--- src/rtl/lock_pkg.sv ---
// Shared types and defaults for the lock button front end.
// Latency: n/a (types and constants only).
// Backpressure: n/a.
package lock_pkg;

  // Debounce channel states; bit 1 set means the button is considered held
  typedef enum logic [1:0] {
    RELEASED     = 2'b00,
    PRESS_WAIT   = 2'b01,
    PRESSED      = 2'b11,
    RELEASE_WAIT = 2'b10
  } debounce_state_t;

  localparam int LOCK_SYNC_STAGES     = 2;
  localparam int LOCK_DEBOUNCE_CYCLES = 4;

endpackage

--- src/rtl/lock_debounce_channel.sv ---
// One button: synchroniser, debounce FSM and sample counter; flags a qualified press.
// Latency: o_press is high during the cycle whose edge is SYNC_STAGES+DEBOUNCE_CYCLES after raw rises.
// Backpressure: none; o_press is a one-cycle strobe that the consumer must take when offered.
module lock_debounce_channel
  import lock_pkg::*;
#(
  parameter int SYNC_STAGES     = LOCK_SYNC_STAGES,
  parameter int DEBOUNCE_CYCLES = LOCK_DEBOUNCE_CYCLES
) (
  input  logic i_clock,
  input  logic i_rst,
  input  logic i_raw,
  output logic o_press,
  output logic o_busy
);

  localparam int              CNT_W    = $clog2(DEBOUNCE_CYCLES + 1);
  localparam logic [CNT_W-1:0] CNT_ONE  = CNT_W'(1);
  localparam logic [CNT_W-1:0] CNT_LAST = CNT_W'(DEBOUNCE_CYCLES - 1);

  logic [SYNC_STAGES-1:0] r_sync;
  debounce_state_t        r_state;
  logic [CNT_W-1:0]       r_cnt;
  logic                   w_s;

  assign w_s = r_sync[SYNC_STAGES-1];

  // Metastability guard: the raw pin feeds only the first stage of this shift register
  always_ff @(posedge i_clock) begin
    if (i_rst) begin
      r_sync <= '0;
    end else begin
      r_sync <= {r_sync[SYNC_STAGES-2:0], i_raw};
    end
  end

  // Debounce FSM; r_cnt holds how many consecutive agreeing samples have been seen
  always_ff @(posedge i_clock) begin
    if (i_rst) begin
      r_state <= RELEASED;
      r_cnt   <= '0;
    end else begin
      case (r_state)
        RELEASED: begin
          if (w_s) begin
            // A single qualifying sample is enough when DEBOUNCE_CYCLES is 1
            if (DEBOUNCE_CYCLES == 1) begin
              r_state <= PRESSED;
              r_cnt   <= '0;
            end else begin
              r_state <= PRESS_WAIT;
              r_cnt   <= CNT_ONE;
            end
          end else begin
            r_cnt <= '0;
          end
        end
        PRESS_WAIT: begin
          if (!w_s) begin
            r_state <= RELEASED;
            r_cnt   <= '0;
          end else if (r_cnt == CNT_LAST) begin
            r_state <= PRESSED;
            r_cnt   <= '0;
          end else begin
            r_cnt <= r_cnt + CNT_ONE;
          end
        end
        PRESSED: begin
          if (!w_s) begin
            if (DEBOUNCE_CYCLES == 1) begin
              r_state <= RELEASED;
              r_cnt   <= '0;
            end else begin
              r_state <= RELEASE_WAIT;
              r_cnt   <= CNT_ONE;
            end
          end else begin
            r_cnt <= '0;
          end
        end
        RELEASE_WAIT: begin
          // A high sample here is release bounce: go back to held without a new press
          if (w_s) begin
            r_state <= PRESSED;
            r_cnt   <= '0;
          end else if (r_cnt == CNT_LAST) begin
            r_state <= RELEASED;
            r_cnt   <= '0;
          end else begin
            r_cnt <= r_cnt + CNT_ONE;
          end
        end
        default: begin
          r_state <= RELEASED;
          r_cnt   <= '0;
        end
      endcase
    end
  end

  // Press strobe is decoded from the transition into PRESSED so the top can register it on the same edge
  assign o_press = w_s && (((r_state == PRESS_WAIT) && (r_cnt == CNT_LAST)) ||
                           ((DEBOUNCE_CYCLES == 1) && (r_state == RELEASED)));
  assign o_busy  = (r_state == PRESSED) || (r_state == RELEASE_WAIT);

endmodule

--- src/rtl/lock_button_conditioner.sv ---
// Two-button conditioner: debounced single-cycle presses for the lock FSM, overlapping presses rejected.
// Latency: output pulse in the cycle after edge SYNC_STAGES+DEBOUNCE_CYCLES (edge 1 = first raw-high sample).
// Backpressure: none; pulses are fire-and-forget, the lock FSM must consume them in that cycle.
module lock_button_conditioner
  import lock_pkg::*;
#(
  parameter int SYNC_STAGES     = LOCK_SYNC_STAGES,
  parameter int DEBOUNCE_CYCLES = LOCK_DEBOUNCE_CYCLES
) (
  input  logic i_clock,
  input  logic i_rst,
  input  logic i_raw_button_0,
  input  logic i_raw_button_1,
  output logic o_button_0,
  output logic o_button_1,
  output logic o_conflict
);

  logic w_press_0;
  logic w_press_1;
  logic w_busy_0;
  logic w_busy_1;
  logic r_button_0;
  logic r_button_1;
  logic r_conflict;

  lock_debounce_channel #(
    .SYNC_STAGES     (SYNC_STAGES),
    .DEBOUNCE_CYCLES (DEBOUNCE_CYCLES)
  ) u_chan_0 (
    .i_clock (i_clock),
    .i_rst   (i_rst),
    .i_raw   (i_raw_button_0),
    .o_press (w_press_0),
    .o_busy  (w_busy_0)
  );

  lock_debounce_channel #(
    .SYNC_STAGES     (SYNC_STAGES),
    .DEBOUNCE_CYCLES (DEBOUNCE_CYCLES)
  ) u_chan_1 (
    .i_clock (i_clock),
    .i_rst   (i_rst),
    .i_raw   (i_raw_button_1),
    .o_press (w_press_1),
    .o_busy  (w_busy_1)
  );

  // Arbitration: a press only passes when the other button is neither pressing now nor held
  always_ff @(posedge i_clock) begin
    if (i_rst) begin
      r_button_0 <= 1'b0;
      r_button_1 <= 1'b0;
      r_conflict <= 1'b0;
    end else begin
      r_button_0 <= w_press_0 && !w_press_1 && !w_busy_1;
      r_button_1 <= w_press_1 && !w_press_0 && !w_busy_0;
      r_conflict <= (w_press_0 && (w_press_1 || w_busy_1)) ||
                    (w_press_1 && (w_press_0 || w_busy_0));
    end
  end

  assign o_button_0 = r_button_0;
  assign o_button_1 = r_button_1;
  assign o_conflict = r_conflict;

endmodule

--- config.mk ---
export PLATFORM = sky130hd
export DESIGN_NAME = lock_button_conditioner
export DESIGN_NICKNAME = d
export VERILOG_FILES = /design/src/rtl/lock_pkg.sv /design/src/rtl/lock_debounce_channel.sv /design/src/rtl/lock_button_conditioner.sv
export SDC_FILE = /design/constraint.sdc
export NUM_CORES = 1
export LEC_CHECK = 0
export CAP_MARGIN = 20
export CORE_UTILIZATION = 64
export CTS_CLUSTER_SIZE = 30
export DETAILED_ROUTE_END_ITERATION = 8
export DONT_BUFFER_PORTS = 1
export HOLD_SLACK_MARGIN = 0.08
export PLACE_DENSITY_LB_ADDON = 0.08
export RECOVER_POWER = 25
export SETUP_SLACK_MARGIN = 0.2
export SLEW_MARGIN = 20
export SYNTH_ARGS = -nofsm -noshare
export SYNTH_HDL_FRONTEND = slang
export SYNTH_SLANG_ARGS = --single-unit
--- constraint.sdc ---
create_clock -name i_clock -period 2.9 [get_ports i_clock]
set_clock_uncertainty 0.1 [all_clocks]
set_input_delay 0.435 -clock i_clock [delete_from_list [all_inputs] [get_ports i_clock]]
set_output_delay 0.435 -clock i_clock [all_outputs]
set_load 0.05 [all_outputs]
---- After elaboration in Yosys (flattened, before gate mapping) ----
Index checks and enable logic that the tools add are counted.
operators by class
  $add $sub $neg .......................... 2
  eq/ne operators ......................... 16
  mux-type cells .......................... 26
  reduce and logical (&&, ||, !) cells .... 23
operators with widths
  cell                                            number
  two-way mux 2 bit                               12
  one-hot mux 3 bit (4 select lines)              2
  two-way mux 3 bit                               6
  one-hot mux 2 bit (4 select lines)              2
  logical AND 1 bit                               10
  == test 2 bit (second input constant)           4
  AND reduction 4 bit                             2
  adder 3 x 1 -> 3 bit (second input constant)    2
  == test 3 x 2 -> 1 bit (second input constant)  2
  != test 3 x 1 -> 1 bit (second input constant)  2
  != test 3 bit (second input constant)           2
  logical OR 1 bit                                5
  == test 2 x 1 -> 1 bit (second input constant)  2
  logical NOT 1 bit                               4
  logical NOT 2 bit                               2
  two-way mux 1 bit                               4
  != test 2 x 1 -> 1 bit (second input constant)  2
  != test 2 bit (second input constant)           2
word-level totals
  register bits after elaboration ......... 17
  input port bits ......................... 4

---- Logic depth before layout (Yosys ltp) ----
  depth in word-level cells ............... 6
  gate-level depth with buffers ........... 5

---- Cells and area by module ----
From an unflattened synthesis, not the netlist that was laid out.
unflattened totals
  cell total of the unflattened synthesis .. 94
  area, all modules ....................... 942.2 sq um
by module, submodules not included
  module                             times used  cells each  area each (sq um)
  lock_debounce_channel at u_chan_1  1           45          441.7
  lock_debounce_channel at u_chan_0  1           41          396.6
  lock_button_conditioner            1           8           103.8

---- Worst setup path before layout ----
Ideal clock, no wire load.
  path type ............................... register to register
  start point ............................. register u_chan_0.r_state[0]
  end point ............................... register u_chan_0.r_state[0]
  library setup time ...................... 0.123 ns
  data arrival time ....................... 1.504 ns
  path slack .............................. 1.173 ns
  cell stages (with the launch flop) ...... 6
  period minus slack after synthesis ...... 1.727 ns
  cell sequence ........................... dfxtp_1 > inv_1 > ha_1 > mux2_4 > a221oi_2 > mux2_1
between the ends
  longest elaborated chain between the ends .. 3
ends and longest elaborated chain
  item                                             line                         source
  start, declared                                  lock_debounce_channel.sv:22  debounce_state_t r_state;
  start signal, assigned                           lock_debounce_channel.sv:40  r_state <= RELEASED;
  start signal, assigned                           lock_debounce_channel.sv:48  r_state <= PRESSED;
  start signal, assigned                           lock_debounce_channel.sv:51  r_state <= PRESS_WAIT;
  == test 2 x 1 -> 1 bit (tied with other cells)   lock_debounce_channel.sv:43  case (r_state)
  != test 3 bit (no line) (tied with other cells)  -
  AND reduction 4 bit (no line)                    -
Several ways; a longest one is shown, not always the timed one.
A chain may end at the register's enable or synchronous reset.

---- Worst setup path after layout ----
Ends and elaborated chain as after synthesis.

==> results summary <==
The worst-case reg-to-reg path depth came out at 5. The total of max-cap violations came out at 0. The final cell area excluding filler cells is between 900 and 1000 um^2. Traced cell by cell, the critical path runs through inv_1 -> ha_1 -> mux2_4 -> a221oi_2 -> mux2_1. The fraction of synthesis flops using an asynchronous set or reset pin is 0%. The relative slew slack came out at 68.3%. Ranked by total cell area, the synthesized netlist is headed by sky130_fd_sc_hd__dfxtp_1, sky130_fd_sc_hd__ha_1, sky130_fd_sc_hd__mux2_1, sky130_fd_sc_hd__nor2b_1, sky130_fd_sc_hd__a21oi_1.

The starting density of the core came out at a little over two thirds. Among all stages on the critical path, the largest delay is contributed by sky130_fd_sc_hd__dfxtp_1. The number of buffers created by CTS is 3.

The instance count after placement with tap cells included came out at ~110. The first-pass detailed-route iteration total came out at 2. The worst hold slack across all endpoints is about 0.11 ns.

The DRC violation count after routing came out at 0. The post-synthesis share of cell area spent on xor and xnor gates came out at 0%. The required arrival time at the worst endpoint came out at approximately 3.0 ns. The maximum cell stage delay along the critical path is about 0.37 ns. The setup total negative slack is 0 ns. The smallest setup slack after layout came out at 1.03 ns. The number of antenna violations at the first check in global routing came to 0. STA classifies the critical path endpoint as a flop. Summed over all cells, the static leakage comes to roughly 0.40 nW. In this run the biggest area consumer among cell types represents 36.9% of the synthesized area.

The launch instance of the worst register-to-register path is u_chan_0.r_state[0]. The finished layout holds 110 standard cells, fillers aside. The number of nets in the synthesized netlist is between 100 and 150. Hold repair after CTS inserted 0 buffers.

The synthesis warning total came out at 0. The pin count of the biggest net entering global routing came out at 20. In this run the power density over the cells is ~530 nW/um^2. Gates resized during post-CTS repair numbered 0. The critical path is of the flop to flop type. The utilization of the core after routing came out at just over 70%.

The biggest area contributor in the post-synthesis netlist is sky130_fd_sc_hd__dfxtp_1. The netlist area before placement came out at ~920 um^2. The wire length per cell after detailed routing came out at roughly 12 um. Tracing the worst setup path back leads to its startpoint at u_chan_0.r_state[0]. For this run, the total global-route usage over all layers was measured as 21.5%.

The total detailed-routing wirelength came out at 1.35 mm. The fraction of the mapped netlist area in compound gates came out at ~11%. The boundary pin count came out at 7.

VDD sags by at most just under 0.0004 V. The first global-routing pass estimated around 2.2 mm of wire. The adder-cell share of the synthesized area is ~16%. The area of the die came out at roughly 1600 um^2. The multiplexer area fraction after synthesis came out at under 10%. After the first detailed-routing iteration, the DRC count stood at 4.

Global routing finished with a remaining overflow of 0. At the end of routability-driven placement, the weighted congestion stood at 0.780. The final count of hold timing violations came out at 0. Setup repair after global routing left no endpoint under its margin.

The worst setup path is launched from a flop. The library cell used as clock root buffer is sky130_fd_sc_hd__clkbuf_4. The clock-pin slew on the worst setup and hold paths is approximately 0.080 ns. The worst setup slack after placement is between 1 and 1.5 ns. The height of the chip is 40.0 um. The sequential fraction of the synthesis area came out at 36.9%.

The final max-slew violation count came out at 0. The most used flip-flop cell after synthesis is sky130_fd_sc_hd__dfxtp_1. The clock sink total came out at 17. The highest attainable clock frequency came out at ~530 MHz. The largest fanout on the critical path came out at 4. Setup slack on the worst reg-to-reg path comes out at ~1.0 ns.

The number of different library cells used by synthesis comes to 33. The antenna diode instance count came out at 0. In this run, synthesis inferred 0 flip-flops with an integrated enable. The placeable core area came out at 1320 um^2. The setup-violating endpoint count in the final report came out at 0. The clock latency reported for the late side of the worst-skew pair is between 0.2 and 0.3 ns. The total placed instance area came out at ~920 um^2. The number of global-route vias before repair came out at 557. TritonCTS built the clock tree. The worst path uses between 60% and 70% of the clock period. The via count came out at between 600 and 700.

The post-layout minimum cycle time is 1.87 ns. The fraction of layout instances using a drive strength above 1 came out at around a tenth. In the layout the commonest cells are sky130_fd_sc_hd__dfxtp_1, sky130_fd_sc_hd__ha_1, sky130_fd_sc_hd__inv_1. The flow ran to the end, and the final reports show no timing, DRC or antenna violations. The final-stage net count is 112. The die extent in x came out at 40.0 um. After detailed routing, the number of vias per cell comes to roughly 5.5. The post-CTS setup buffer count came out at 0. The worst register-to-register path ends at u_chan_0.r_state[0]. By area, the combinational part of the netlist is dominated by simple AND/OR/NAND/NOR gates. The critical path ends at u_chan_0.r_state[0].

The synthesis-to-finish area growth is 2.31%. The post-synthesis share of cell area spent on and, or, nand and nor gates is 22.1%. The worst hold path class is input pin to flop. The number of cells produced by synthesis is 95. The placed wire-length estimate is 1.08 mm. The H-tree depth is 1.

The number of input and output port buffers inserted came out at 0. The initialized floorplan defines 13 standard-cell rows. The clock passes through at most 2 buffers. STA puts the critical path data arrival time at around 2.0 ns. The number of register bits inferred by synthesis came out at 17. Leaving out fill and tap cells, the most frequent cell in the layout is sky130_fd_sc_hd__dfxtp_1.

The design draws between 0.4 and 0.5 mW. The remaining antenna violation count after routing came out at 0. The pin slew with the least headroom to its limit came out at roughly 0.48 ns. The mean area per synthesized cell is between 9 and 10 um^2.
==> worst min path at each step <==
stage	to	from	slack, ns	cells past startpoint
2_1_floorplan	u_chan_0.r_sync[1]	u_chan_0.r_sync[0]	0.31	1
3_3_place_gp	u_chan_1.r_sync[1]	u_chan_1.r_sync[0]	0.32	1
3_5_place_dp	u_chan_1.r_sync[1]	u_chan_1.r_sync[0]	0.33	1
4_1_cts	u_chan_0.r_sync[1]	i_rst	0.1	1
5_1_grt	u_chan_1.r_sync[1]	i_rst	0.09	1
6_report	u_chan_0.r_sync[1]	i_rst	0.11	1
==> flip-flops by register name (all words and copies together) (netlist names) <==
signal            cells
o_conflict            1
u_chan_0.r_sync       2
u_chan_0.r_cnt        3
o_button_0            1
u_chan_1.r_state      2
u_chan_1.r_cnt        3
o_button_1            1
u_chan_0.r_state      2
u_chan_1.r_sync       2
==> cell families (layout without fill, tap and decap cells) <==
kind of cell               Yosys count  count (layout)
muxes                                7               7
buffers and inverters               11              11
AOI/OAI and AO/OA                   14              14
DFF                                 17              17
and+or+nand+nor                     34              34
adders and majority gates           12              12
==> cell usage after synthesis (3+ instances only) <==
master,count
sky130_fd_sc_hd__or2_2,3
sky130_fd_sc_hd__nor2b_1,5
sky130_fd_sc_hd__dfxtp_1,17
sky130_fd_sc_hd__nand2_1,4
sky130_fd_sc_hd__inv_1,7
sky130_fd_sc_hd__mux2_1,3
sky130_fd_sc_hd__nand2b_1,3
sky130_fd_sc_hd__mux2i_1,3
sky130_fd_sc_hd__a21oi_1,6
sky130_fd_sc_hd__nor2_1,6
sky130_fd_sc_hd__ha_1,12
==> area by class of cell <==
| type | count | area, um^2 |
|---|---|---|
| flip-flops and latches | 17 | 340 |
| inverters | 7 | 26.3 |
| fillers | 104 | 374 |
| well taps | 15 | 18.8 |
| clock buffers | 4 | 26.3 |
| multi-input cells | 67 | 532 |
==> report_power, final <==
part	internal (mW)	total [mW]	switching (mW)	leakage, nW
logic	0.0581	0.114	0.0556	0.247
registers	0.250	0.262	0.0129	0.139
clock network	0.0535	0.120	0.0664	0.0150
==> per-layer routing <==
metal | GRT usage (%) | wire, um | up-vias
li1 | - | - | 326
met1 | 24.3 | 666 | 265
met2 | 33.5 | 599 | 10
met3 | 10.6 | 63 | 4
met4 | 10.3 | 23 | 0
met5 | 0 | 0 | -
==> critical path: cells and delay by family, from the launching register on <==
family	cells	cell delay, ns
fa+ha+maj	1	0.25
flops	1	0.37
compound gates	1	0.30
buf+inv	1	0.10
mux	2	0.64
Power figures use the tool's default switching activity.
